### src/rtl/program_loader.sv
// program_loader: receives a length-prefixed byte stream, writes the program
// bytes into a 16-entry RAM at addresses 0..N-1 and holds the CPU in clear
// until the final write has completed.
// Optional feature: define CHECKSUM_EN to require a trailing checksum byte
// (8-bit sum of the program bytes); a mismatch aborts into ERR.
`timescale 1ns/1ps

module program_loader (
  input  logic       clk,
  input  logic       clr,
  input  logic [7:0] in_data,
  input  logic       in_valid,
  output logic       in_ready,
  input  logic       start,
  output logic [3:0] ram_addr,
  output logic [7:0] ram_data,
  output logic       ram_we,
  output logic       cpu_clr,
  output logic       done,
  output logic       err
);

`ifdef CHECKSUM_EN
  typedef enum logic [2:0] {S_IDLE, S_LOAD, S_CHECK, S_DONE, S_ERR} state_t;
`else
  typedef enum logic [2:0] {S_IDLE, S_LOAD, S_DONE, S_ERR} state_t;
`endif

  state_t     r_state;
  state_t     w_next;
  logic [3:0] r_cnt;       // next RAM address to write
  logic [3:0] r_last;      // N-1, address of the final program byte
  logic [3:0] r_ram_addr;
  logic [7:0] r_ram_data;
  logic       r_ram_we;
  logic       r_cpu_clr;
  logic       w_accept;
  logic [4:0] w_len;
  logic       w_len_ok;
  logic       w_last_byte;
`ifdef CHECKSUM_EN
  logic [7:0] r_sum;
`endif

  // The loader takes bytes only while a load is in progress or pending.
  always_comb begin
    in_ready = 1'b0;
    case (r_state)
      S_IDLE, S_LOAD: in_ready = 1'b1;
`ifdef CHECKSUM_EN
      S_CHECK:        in_ready = 1'b1;
`endif
      default:        in_ready = 1'b0;
    endcase
  end

  assign w_accept    = in_valid & in_ready;
  assign w_len       = in_data[4:0];
  assign w_len_ok    = (w_len != 5'd0) && (w_len <= 5'd16);
  assign w_last_byte = (r_cnt == r_last);

  // Next-state decode for the load sequence.
  always_comb begin
    // NOTE: every combinational output gets a default first so no path can
    // leave it unassigned and infer a latch.
    w_next = r_state;
    case (r_state)
      S_IDLE: begin
        if (w_accept) w_next = w_len_ok ? S_LOAD : S_ERR;
      end
      S_LOAD: begin
        if (w_accept && w_last_byte) begin
`ifdef CHECKSUM_EN
          w_next = S_CHECK;
`else
          w_next = S_DONE;
`endif
        end
      end
`ifdef CHECKSUM_EN
      S_CHECK: begin
        if (w_accept) w_next = (in_data == r_sum) ? S_DONE : S_ERR;
      end
`endif
      S_DONE, S_ERR: begin
        if (start) w_next = S_IDLE;
      end
      default: w_next = S_IDLE;
    endcase
  end

  // State register; clr overrides any handshake or start on the same edge.
  always_ff @(posedge clk) begin
    // NOTE: sequential state uses non-blocking assignments so every register
    // samples pre-edge values regardless of statement order.
    if (clr) r_state <= S_IDLE;
    else     r_state <= w_next;
  end

  // Address counter and registered RAM write port.
  always_ff @(posedge clk) begin
    // NOTE: the write port and counter are reset explicitly because a load
    // abandoned by clr must not leave a pending strobe or a stale address.
    if (clr) begin
      r_cnt      <= 4'd0;
      r_last     <= 4'd0;
      r_ram_addr <= 4'd0;
      r_ram_data <= 8'd0;
      r_ram_we   <= 1'b0;
    end else begin
      r_ram_we <= 1'b0;
      if (w_accept && r_state == S_IDLE) begin
        r_cnt  <= 4'd0;
        r_last <= w_len[3:0] - 4'd1;  // N=16 encodes as 0, minus 1 gives 15
      end else if (w_accept && r_state == S_LOAD) begin
        r_ram_addr <= r_cnt;
        r_ram_data <= in_data;
        r_ram_we   <= 1'b1;
        r_cnt      <= r_cnt + 4'd1;
      end
    end
  end

`ifdef CHECKSUM_EN
  // Running mod-256 sum of the program bytes, restarted by each length byte.
  always_ff @(posedge clk) begin
    if (clr) begin
      r_sum <= 8'd0;
    end else if (w_accept && r_state == S_IDLE) begin
      r_sum <= 8'd0;
    end else if (w_accept && r_state == S_LOAD) begin
      r_sum <= r_sum + in_data;
    end
  end
`endif

  // CPU clear: released one edge after DONE is entered (after the last write
  // strobe), re-asserted on the same edge that start leaves DONE.
  always_ff @(posedge clk) begin
    if (clr) r_cpu_clr <= 1'b1;
    else     r_cpu_clr <= !((r_state == S_DONE) && (w_next == S_DONE));
  end

  assign ram_addr = r_ram_addr;
  assign ram_data = r_ram_data;
  assign ram_we   = r_ram_we;
  assign cpu_clr  = r_cpu_clr;
  assign done     = ~r_cpu_clr;
  assign err      = (r_state == S_ERR);

endmodule

### config.mk
export PLATFORM = sky130hd
export DESIGN_NAME = program_loader
export DESIGN_NICKNAME = d
export VERILOG_FILES = /design/src/rtl/program_loader.sv
export SDC_FILE = /design/constraint.sdc
export NUM_CORES = 1
export LEC_CHECK = 0
export CAP_MARGIN = 20
export CORE_ASPECT_RATIO = 0.9
export CORE_MARGIN = 4
export CORE_UTILIZATION = 30
export CTS_CLUSTER_DIAMETER = 120
export DETAILED_ROUTE_END_ITERATION = 8
export GPL_TIMING_DRIVEN = 0
export RECOVER_POWER = 25
export SLEW_MARGIN = 0
export SYNTH_ARGS = -nofsm -noshare
export SYNTH_HDL_FRONTEND = slang
export SYNTH_SLANG_ARGS = --single-unit
### constraint.sdc
create_clock -name clk -period 3.84 [get_ports clk]
set_input_delay 0.768 -clock clk [delete_from_list [all_inputs] [get_ports clk]]
set_output_delay 0.768 -clock clk [all_outputs]
set_load 0.01 [all_outputs]
==> flow_summary.json, run 1 <==
{
  "flow.area_growth_from_synthesis_pct": 36.03,
  "numClockSinks": 25,
  "yosysTopAreaCell": "dfxtp_1",
  "drv_slew": 0,
  "gr-total-overflow": 0,
  "dr_total_vias": 888,
  "sequential_fraction_of_the_synthesis_area_pct": 46.95,
  "detailedRoute.firstIterationViolations": 37,
  "clockPowerShare_pct": 32.9,
  "cts_hold_repair.buffers": 0,
  "post_route_cells_drive_above_1_share_pct": 7.843,
  "worst_path_largest_cell_delay_ns": 0.54,
  "number_of_warnings_printed_during_yosys_synthesis": 0,
  "grt_max_degree": 16,
  "final-hold-violation-count": 0,
  "drt-pass1-iter-count": 4,
  "worst_skew_late_latency_ns": 0.27,
  "synth_cells": 121,
  "multiInputGateArea_sq_um": 506.7,
  "post_synth_main_area_contributors": "dfxtp_1, nand2_1, xor2_1",
  "max_clock_freq_ghz": 0.4512,
  "synth-seq-cells": 25,
  "num-nets-final": 168,
  "timing_worst_setup_path_type": "reg -> out",
  "report.final.setup_viol": 0,
  "setup-tns-final_ns": 0,
  "power.net_switching_uw": 113.9,
  "synth_fp_nets": 135,
  "grt_pass1_vias": 911,
  "antenna-diode-count": 0,
  "max_cap_violations": 0,
  "grt_pass1_wl_mm": 4.043,
  "postCtsSetupBuffers": 0,
  "setup_repair_after_global_routing_missed_its_margin": "no",
  "post_drt_wl_per_cell_um": 11.42,
  "critical_path.cell_chain": "nand2_1 -> nor2_1 -> clkdlybuf4s50_1",
  "crit_arrival_ns": 1.45,
  "route.met2.wl_mm": 1.137,
  "met3_wirelength_um": 116,
  "cts.clk_slew.worst_paths_ns": 0.08,
  "fin_skew_ns": 0.008322,
  "worstPathMaxFanout": 8,
  "die_area_sq_mm": 0.004572,
  "dieHeight_um": 64.55,
  "finalCriticalPeriod_ns": 2.216,
  "clockBufferDepth": 2,
  "highest_ir_drop_seen_on_vdd_uv": 173.3,
  "top_layer": "met4",
  "cp_data_required_time_ns": 3.07,
  "comb_power_share_pct": 10.8,
  "synthesis.area_per_instance_sq_um": 8.810,
  "timing.critical_path.to_type": "primary output",
  "ant_nets": 0,
  "cts_resized": 0,
  "seq_power_share_pct": 56.3,
  "start_util_pct": 31.32,
  "antenna_found_initial": 0,
  "routed_length_on_met1_um": 979,
  "boundary_pins": 29,
  "cts_inserted_buffers": 3,
  "fill_cells": 365,
  "sw_frac_of_total_pct": 23.76,
  "cts_tree": "done",
  "coreArea_sq_mm": 0.003403,
  "period_share_pct": 57.72,
  "startpoint_type": "flop",
  "floorplan.rows": 20,
  "routabilityCongestion": 0.8117,
  "finalPower_uw": 479.5,
  "sequential_cell_area_sq_um": 500.5,
  "critical_path_top_delay_cell": "clkdlybuf4s50_1",
  "clock_tree.htree_level_count": 1,
  "drt_drc_violations_left": 0,
  "internal_power_component_uw": 365.6,
  "run_status": "finished clean",
  "global_route_usage_over_all_layers_pct": 11.13,
  "drt-vias-per-instance": 4.508,
  "die_w_um": 70.84,
  "power_leakage_nw": 0.5531,
  "buffer_ports.inserted": 28,
  "post-synth-top-area-fraction_pct": 46.95,
  "worstHoldPathType": "reg -> reg",
  "synthesis.area_sq_mm": 0.001066,
  "count_of_cell_types_in_the_netlist": 31,
  "power.density_cell_area_mw_per_mm2": 330.7,
  "drt-total-wl_mm": 2.250,
  "cts-root-buf": "clkbuf_8",
  "hpwl_mm": 1.773
}
[cell usage after synthesis]
library cell	n
a211o_1	1
a211oi_2	3
a21boi_0	2
a21oi_1	12
a31oi_1	1
and2b_1	1
and4bb_2	1
buf_2	1
buf_6	2
clkbuf_1	2
conb_1	1
dfxtp_1	25
dlygate4sd1_1	1
ha_1	2
inv_1	4
mux2i_1	3
nand2_1	27
nand2b_1	1
nand3_1	1
nand3b_1	1
nand4_1	1
nor2_1	9
nor2_2	1
nor3_1	4
nor3b_1	1
nor4_1	1
o211ai_1	1
o21ai_0	1
or3b_1	1
xnor2_1	2
xor2_1	7
[path summary, 6_finish.rpt]
check	start	to	slack, ns	cells past startpoint
worst min register to register	ram_addr[3]	ram_addr[3]	0.45	2
worst max-delay path	r_state[0]	err	1.62	3
worst min-delay path	ram_addr[3]	ram_addr[3]	0.45	2
worst max register to register	r_state[2]	r_last[0]	2.42	5
[cell families after synthesis]
logic type                 Yosys count  synth area share, %
and+or+nand+nor                     50                21.48
DFF                                 25                46.95
AOI/OAI and AO/OA                   21                13.15
buffers and inverters               10                5.516
xor gates and xnor gates             9                7.395
muxes                                3                2.817
adders and majority gates            2                2.347
other                                1               0.3518
[final cells by class]
cell class / instances / share of cell area [%]
Multi-Input combinational cell: 86 / 34.94
Sequential cell: 25 / 34.51
Timing Repair Buffer: 28 / 19.33
Tap cell: 44 / 3.796
Buffer: 6 / 3.020
Clock buffer: 3 / 2.847
Inverter: 4 / 1.035
Clock inverter: 1 / 0.5177
[flip-flops by register name, indices dropped and copies added (netlist names)]
signal	flops
ram_data	8
r_cnt	4
r_last	4
ram_addr	4
r_state	3
cpu_clr	1
ram_we	1
[worst max-delay path, delay by kind of cell (launching register included)]
| kind | cells | cell delay (ns) |
|---|---|---|
| buffers and inverters | 1 | 0.54 |
| and+or+nand+nor | 2 | 0.17 |
| DFF | 1 | 0.47 |
[layer usage]
layer	track usage (%)	vias up
li1	-	464
met1	12.48	406
met2	19.68	16
met3	3.411	2
met4	4.225	0
met5	0	-
[layout by cell type, fill, tap and decap left out, types with 3 or more instances in the layout]
cell type,synthesis,final
nand2_1,27,27
inv_1,4,4
dlygate4sd3_1,0,7
clkdlybuf4s50_1,0,21
a211oi_2,3,3
clkbuf_8,0,3
dfxtp_1,25,25
xor2_1,7,7
a21oi_1,12,12
nor3_1,4,4
mux2i_1,3,3
nor2_1,9,9
[power by group through the flow]
| stage | clock network [mW] | logic (mW) | registers [mW] |
|---|---|---|---|
| global placement | 0 | 0.0522 | 0.276 |
| detailed placement | 0 | 0.0529 | 0.276 |
| floorplan | 0 | 0.0286 | 0.276 |
| global route | 0.176 | 0.0580 | 0.271 |
| finish | 0.158 | 0.0516 | 0.270 |
| CTS | 0.166 | 0.0531 | 0.270 |
[through the flow]
step                std cells  setup slack [ns]  utilization, %  hold WS (ns)  area, sq um
finish                    197             1.624           42.61        0.4525         1450
floorplan                 121             2.117               -        0.4675         1066
CTS                       197             1.609           42.61        0.4580         1450
global placement          193             1.478           41.18        0.4440         1401
global route              197             1.498           42.61        0.4773         1450
detailed placement        193             1.448           41.18        0.4467         1401
Note: power is estimated with default switching activity, not from simulation.
==> run 2, diff against run 1 <==
- clock period: 3.84 -> 2.1 ns (I/O delays scaled with it)
==> run 2 against run 1 <==
Effect of this change:
- die area unchanged
- critical path depth unchanged
- utilization unchanged
==> flow_summary.json, run 2 (synthesis gave the netlist of run 1 again) <==
{
  "grt_pass1_wl_mm": 4.043,
  "setup-tns-final_ns": 0,
  "detailedRoute.firstIterationViolations": 37,
  "dr_total_vias": 888,
  "cts_inserted_buffers": 3,
  "dieHeight_um": 64.55,
  "start_util_pct": 31.32,
  "period_share_pct": 88.97,
  "fin_skew_ns": 0.008322,
  "global_route_usage_over_all_layers_pct": 11.13,
  "post_route_cells_drive_above_1_share_pct": 7.843,
  "fill_cells": 365,
  "startpoint_type": "flop",
  "boundary_pins": 29,
  "report.final.setup_viol": 0,
  "drt-vias-per-instance": 4.508,
  "gr-total-overflow": 0,
  "timing_worst_setup_path_type": "reg -> out",
  "finalCriticalPeriod_ns": 1.868,
  "grt_max_degree": 16,
  "worstPathMaxFanout": 8,
  "die_w_um": 70.84,
  "power.density_cell_area_mw_per_mm2": 604.9,
  "routabilityCongestion": 0.8117,
  "cts_tree": "done",
  "postCtsSetupBuffers": 0,
  "timing.critical_path.to_type": "primary output",
  "post_dp_area_sq_mm": 0.001401,
  "flow.area_growth_from_synthesis_pct": 36.03,
  "max_clock_freq_ghz": 0.5352,
  "post_drt_wl_per_cell_um": 11.43,
  "worstHoldPathType": "reg -> reg",
  "drt-total-wl_mm": 2.251,
  "crit_arrival_ns": 1.45,
  "cts_resized": 0,
  "cp_data_required_time_ns": 1.68,
  "buffer_ports.inserted": 28,
  "die_area_sq_mm": 0.004572,
  "final_area_sq_mm": 0.001450,
  "ant_nets": 0,
  "drt_drc_violations_left": 0,
  "worst_skew_late_latency_ns": 0.27,
  "power_leakage_nw": 0.5529,
  "grt_pass1_vias": 911,
  "num-nets-final": 168,
  "largest_register_ffs": 8,
  "floorplan.rows": 20,
  "antenna_found_initial": 0,
  "hpwl_mm": 1.773,
  "drt-pass1-iter-count": 4,
  "setup_repair_after_global_routing_missed_its_margin": "no",
  "clock_tree.htree_level_count": 1,
  "highest_ir_drop_seen_on_vdd_uv": 316.9,
  "cts_hold_repair.buffers": 0,
  "max_cap_violations": 0,
  "numClockSinks": 25,
  "layout.cells.most_common": "nand2_1",
  "drv_slew": 0,
  "coreArea_sq_mm": 0.003403,
  "antenna-diode-count": 0,
  "mostFrequentLayoutCells": "nand2_1, dfxtp_1, clkdlybuf4s50_1",
  "clockBufferDepth": 2,
  "run_status": "finished clean",
  "cts.clk_slew.worst_paths_ns": 0.08,
  "final-hold-violation-count": 0,
  "cts-root-buf": "clkbuf_8"
}
==> run 2: per-stage QoR <==
step	cells	total power [mW]	worst slack, ns	util [%]	hold WS, ns
6_report	197	0.8772	0.2316	42.61	0.4525
5_1_grt	197	0.9248	0.1055	42.61	0.4773
4_1_cts	197	0.8947	0.2169	42.61	0.4580
3_5_place_dp	193	0.6019	0.05566	41.18	0.4467
3_3_place_gp	193	0.6003	0.08639	41.18	0.4440
2_1_floorplan	121	0.5565	0.7254	-	0.4675
==> run 2: area by class of cell <==
| type | instances | area (sq um) | area share [%] |
|---|---|---|---|
| clock inverters | 1 | 7.507 | 0.5177 |
| well taps | 44 | 55.05 | 3.796 |
| clock buffers | 3 | 41.29 | 2.847 |
| repair buffers | 28 | 280.3 | 19.33 |
| plain buffers | 6 | 43.79 | 3.020 |
| flip-flops and latches | 25 | 500.5 | 34.51 |
| multi-input cells | 86 | 506.7 | 34.94 |
| inverters | 4 | 15.01 | 1.035 |
==> run 2: worst paths after layout <==
| path | cells after the start | to | from | slack, ns |
|---|---|---|---|---|
| setup / recovery | 3 | err | r_state[0] | 0.23 |
| hold / removal | 2 | ram_addr[3] | ram_addr[3] | 0.45 |
| setup reg to reg | 5 | r_last[0] | r_state[2] | 0.68 |
| hold reg to reg | 2 | ram_addr[3] | ram_addr[3] | 0.45 |
==> run 2: worst max-delay path, stage by stage, from the launching register on <==
cell and delay (ns):
dfxtp_1 0.47, nand2_1 0.08, nor2_1 0.09, clkdlybuf4s50_1 0.54
==> run 2: power breakdown <==
part | leakage (nW) | internal [mW] | switching, mW
combinational | 0.328 | 0.0500 | 0.0447
sequential | 0.203 | 0.484 | 0.00970
clock | 0.0217 | 0.134 | 0.154
total | 0.553 | 0.669 | 0.208
==> run 2: metal layers <==
| metal | global-route usage [%] | vias to the layer above | share of wire [%] |
|---|---|---|---|
| met5 | 0 | - | 0 |
| met1 | 12.48 | 406 | 44 |
| met3 | 3.411 | 2 | 5.2 |
| li1 | - | 464 | - |
| met2 | 19.68 | 16 | 51 |
| met4 | 4.225 | 0 | 0.76 |
==> run 3, diff against run 2 <==
- REMOVE_ABC_BUFFERS: unset -> 1
==> run 3 against run 2 <==
Effect of this change:
- global-route usage is 0.57 points lower
- wire length is 1.2% lower
- final cell count is 3.0% lower
- sequential power hardly changed
- via count is 3.0% lower
- critical path depth stayed put
- power is 0.74% lower
- register-to-register slack worse by 0.13 ns
- clock skew is 0.0018 ns lower
- combinational power is 5.6% lower
- sequential share of layout area is 1.0 points higher
- die area stayed put
- critical path type unchanged
- largest cell class unchanged
- highest routed layer unchanged
==> flow_summary.json, run 3 (synthesis gave the netlist of run 1 again) <==
{
  "antenna_found_initial": 0,
  "routabilityCongestion": 0.7030,
  "grt_pass1_wl_mm": 3.822,
  "crit_arrival_ns": 1.50,
  "highest_ir_drop_seen_on_vdd_uv": 308.1,
  "global_route_usage_over_all_layers_pct": 10.56,
  "ff_to_ff_path_depth": 4,
  "coreArea_sq_mm": 0.003403,
  "clock_tree.htree_level_count": 1,
  "antenna-diode-count": 0,
  "die_w_um": 70.84,
  "worst_skew_late_latency_ns": 0.27,
  "startpoint_type": "flop",
  "detailedPlace.worstSlack_ns": -0.1934,
  "r2r_start": "r_state[0]",
  "worstHoldPathType": "reg -> reg",
  "power_leakage_nw": 0.5390,
  "numClockSinks": 25,
  "buffer_ports.inserted": 28,
  "drv_slew": 0,
  "gr-total-overflow": 0,
  "fin_skew_ns": 0.006519,
  "run_status": "finished clean",
  "num-nets-final": 162,
  "floorplan.rows": 20,
  "cts_inserted_buffers": 3,
  "clockBufferDepth": 2,
  "layout_setup_ws_ns": 0.1759,
  "post_drt_wl_per_cell_um": 11.65,
  "period_share_pct": 91.62,
  "r2r_slack_ns": 0.55,
  "setup_repair_after_global_routing_missed_its_margin": "no",
  "boundary_pins": 29,
  "timing.critical_path.to_type": "primary output",
  "power.density_cell_area_mw_per_mm2": 618.1,
  "post_dp_area_sq_mm": 0.001358,
  "worstPathMaxFanout": 8,
  "grt_max_degree": 23,
  "drt-vias-per-instance": 4.508,
  "largest_register_ffs": 8,
  "finalCriticalPeriod_ns": 1.924,
  "timing_worst_setup_path_type": "reg -> out",
  "post_route_cells_drive_above_1_share_pct": 6.122,
  "hp-start": "ram_data[3]",
  "finalPower_uw": 870.7,
  "start_util_pct": 31.32,
  "flow.area_growth_from_synthesis_pct": 32.16,
  "ant_nets": 0,
  "dieHeight_um": 64.55,
  "cts.clk_slew.worst_paths_ns": 0.09,
  "die_area_sq_mm": 0.004572,
  "report.final.setup_viol": 0,
  "drt-pass1-iter-count": 4,
  "cts_hold_repair.buffers": 0,
  "max-slew-margin-rel_pct": 43.43,
  "cts-root-buf": "clkbuf_8",
  "worst-slew-pin-transition_ns": 0.8459,
  "final-hold-violation-count": 0,
  "cts_tree": "done",
  "max_cap_violations": 0,
  "drt_drc_violations_left": 0,
  "final_area_sq_mm": 0.001409,
  "min_delay_path_depth": 2,
  "timing.hold.worst_endpoint": "ram_data[3]",
  "hpwl_mm": 1.594,
  "layout.cells.most_common": "nand2_1",
  "cp_data_required_time_ns": 1.68,
  "dr_total_vias": 861,
  "mostFrequentLayoutCells": "nand2_1, dfxtp_1, clkdlybuf4s50_1",
  "detailedRoute.firstIterationViolations": 28,
  "drt-total-wl_mm": 2.225,
  "grt_pass1_vias": 877,
  "max_clock_freq_ghz": 0.5197,
  "endpoint_of_the_worst_slack_reg_to_reg_timing_path": "r_cnt[3]"
}
[run 3: worst max path at each step]
stage	from	endpoint	slack [ns]
detailed placement	in_valid	cpu_clr	-0.19
finish	r_state[0]	err	0.18
floorplan	in_valid	cpu_clr	0.55
CTS	in_valid	cpu_clr	0.10
global route	in_valid	r_state[1]	0.06
global placement	in_valid	cpu_clr	-0.19
[run 3: worst max-delay path, cell delays in order, from the launching register on]
cell and delay, ns:
dfxtp_1 0.50, nand2_1 0.09, nor2_1 0.10, clkdlybuf4s50_1 0.55
[run 3: per-stage QoR]
step / TNS [ns] / hold WS (ns) / instances / util [%]
4_1_cts: 0 / 0.4603 / 191 / 41.25
3_3_place_gp: -0.5823 / 0.4413 / 187 / 39.89
5_1_grt: 0 / 0.4725 / 191 / 41.40
2_1_floorplan: 0 / 0.4615 / 115 / -
6_report: 0 / 0.4526 / 191 / 41.40
3_5_place_dp: -0.7404 / 0.4478 / 187 / 39.89
[run 3: final cells by class]
type / instances / area (sq um)
fill: 358 / 1994
multi-input combinational: 86 / 511.7
sequential: 25 / 500.5
timing repair buffer: 28 / 280.3
tap: 44 / 55.05
clock buffer: 3 / 41.29
inverter: 4 / 15.01
clock inverter: 1 / 5.005
[run 3: what timing repair did]
| item | CTS | global route |
|---|---|---|
| endpoints found under the setup margin | 0 | 2 |
| gates resized for setup | 0 | 1 |
| setup buffers | 0 | 0 |
[run 3: power breakdown]
group          switching [mW]  leakage (nW)  total [mW]  internal (mW)
combinational          0.0438         0.311      0.0895         0.0458
clock                   0.154        0.0255       0.287          0.133
sequential             0.0102         0.203       0.495          0.484
[run 3: per-layer routing]
layer	global-route usage [%]	routed length [um]
met5	0	0
met4	3.521	27
met3	3.566	126
met2	18.98	1061
met1	11.58	1010
==> variant (flow settings as in run 3) <==
Encoding of `state_t`: now Gray code (2 bits for 4 states).
--- a/src/rtl/program_loader.sv
+++ b/src/rtl/program_loader.sv
@@ -23,7 +23,7 @@
 `ifdef CHECKSUM_EN
   typedef enum logic [2:0] {S_IDLE, S_LOAD, S_CHECK, S_DONE, S_ERR} state_t;
 `else
-  typedef enum logic [2:0] {S_IDLE, S_LOAD, S_DONE, S_ERR} state_t;
+  typedef enum logic [1:0] {S_IDLE = 2'b00, S_LOAD = 2'b01, S_DONE = 2'b11, S_ERR = 2'b10} state_t;
 `endif
 
   state_t     r_state;
Check against the original RTL: no difference found for any inputs over 10 cycles, from zero or initial values; not proved beyond that.
==> variant against run 3 <==
  * Wire length fell by 4.4%
  * Worst setup slack improved by 0.087 ns
  * Global-route usage rose by 0.19 points
  * Combinational power rose by 34%
  * Total power rose by 16%
  * Sequential cell count fell by 1
  * Synthesized area fell by 6.0%
  * Design area fell by 2.7%
  * Non-clock buffer count did not move
  * Critical path type unchanged
  * Largest cell class is now flip-flops and latches
==> variant: results (changes against run 3) <==
[power_and_ir_drop]
pg_comb_uw=120  ; +34%
seq-power_uw=486  ; -2%
ir_drop_mv=0.261  ; -15%
p_per_area_nw_per_um2=737  ; +19%
p_seq_frac=0.481  ; -0.087
power.internal_uw=788  ; +19%
power_leakage_uw=0.000554  ; +2.8%

[cells_and_area]
drive_gt1_frac=0.0493  ; -0.0119
fill_cells=337  ; -5.9%
fin_nets=157  ; -3.1%
multi_input_area_share=0.341  ; -0.0220
final-clk-cell-share=0.0520  ; +0.0191
multi_input_gates=81  ; -5.8%
nonClkBufAreaFrac=0.204  ; +0.00544
final-seq-area_um2=480  ; -4.0%
n_all_inverters=5  ; +1

[global_routing]
grt.met2_usage=0.176  ; -0.0136
grt.total_usage=0.107  ; +0.00190
grt_pass1_vias=769  ; -12%
grt_max_degree=25  ; +8.7%
met3_usage=0.0180  ; -0.0177
grt_first_pass_wirelength_um=3530  ; -7.6%
use_met1=0.129  ; +0.0136

[detailed_routing]
drtIter0Drc=23  ; -18%
met2_length_um=1020  ; -3.5%
wl_per_cell_um=11.6  ; -0.81%
via_count=819  ; -4.9%
met3_length_um=84  ; -33%
wl_met1_um=990  ; -2.0%
wl_um=2130  ; -4.4%

[clock_tree]
clock-sinks=24  ; -4.0%
cts_resized=0  ; unchanged
cts_setup_buffers=0  ; unchanged

[placed_design]
gp_congestion=0.751  ; +6.8%
post-place-ws_ns=-0.0228  ; +0.171 ns
dp_hpwl_um=1470  ; -7.7%
place_area_um2=1300  ; -4.2%

[sta]
skew_ns=0.00460  ; -0.00191 ns
max_slew_margin=0.395  ; -0.0398

[synthesis]
synth.avg_cell_area_um2=8.64  ; -1.9%
synthFlopType=dfxtp_1
synth.area.top_cells=dfxtp_1 (48%), nand2_1 (9.4%), a21oi_1 (7.5%), xor2_1 (6.1%), nor2_1 (3.7%)
synthDistinctLibCells=25  ; -19%
synth_common_cells=nand2_1 (25), dfxtp_1 (24), a21oi_1 (15)

[floorplanning]
coreArea_um2=3140  ; -7.8%

[critical_path]
path_max_fanout=6  ; -2
cp.arrival_ns=1.42  ; -0.08 ns

[run_status]
status=finished, final reports clean

-- variant: cell families (layout without fill, tap and decap cells) --
| kind of cell | count (synthesis) | count (layout) | synth area share |
|---|---|---|---|
| simple gates | 48 | 48 | 0.231 |
| flops | 24 | 24 | 0.479 |
| compound gates | 20 | 20 | 0.112 |
| buf+inv | 11 | 37 | 0.0537 |
| xor+xnor | 9 | 9 | 0.0787 |
| fa+ha+maj | 2 | 2 | 0.0250 |
| mux | 2 | 2 | 0.0200 |
-- variant: worst paths after layout --
check / start / to / slack (ns)
max reg2reg: r_state[0]$_SDFF_PP0_ / r_cnt[3]$_SDFFE_PP0P_ / 0.52
min reg2reg: ram_addr[2]$_SDFFE_PP0P_ / ram_addr[2]$_SDFFE_PP0P_ / 0.45
max: r_state[1]$_SDFF_PP0_ / err / 0.26
min: ram_addr[2]$_SDFFE_PP0P_ / ram_addr[2]$_SDFFE_PP0P_ / 0.45
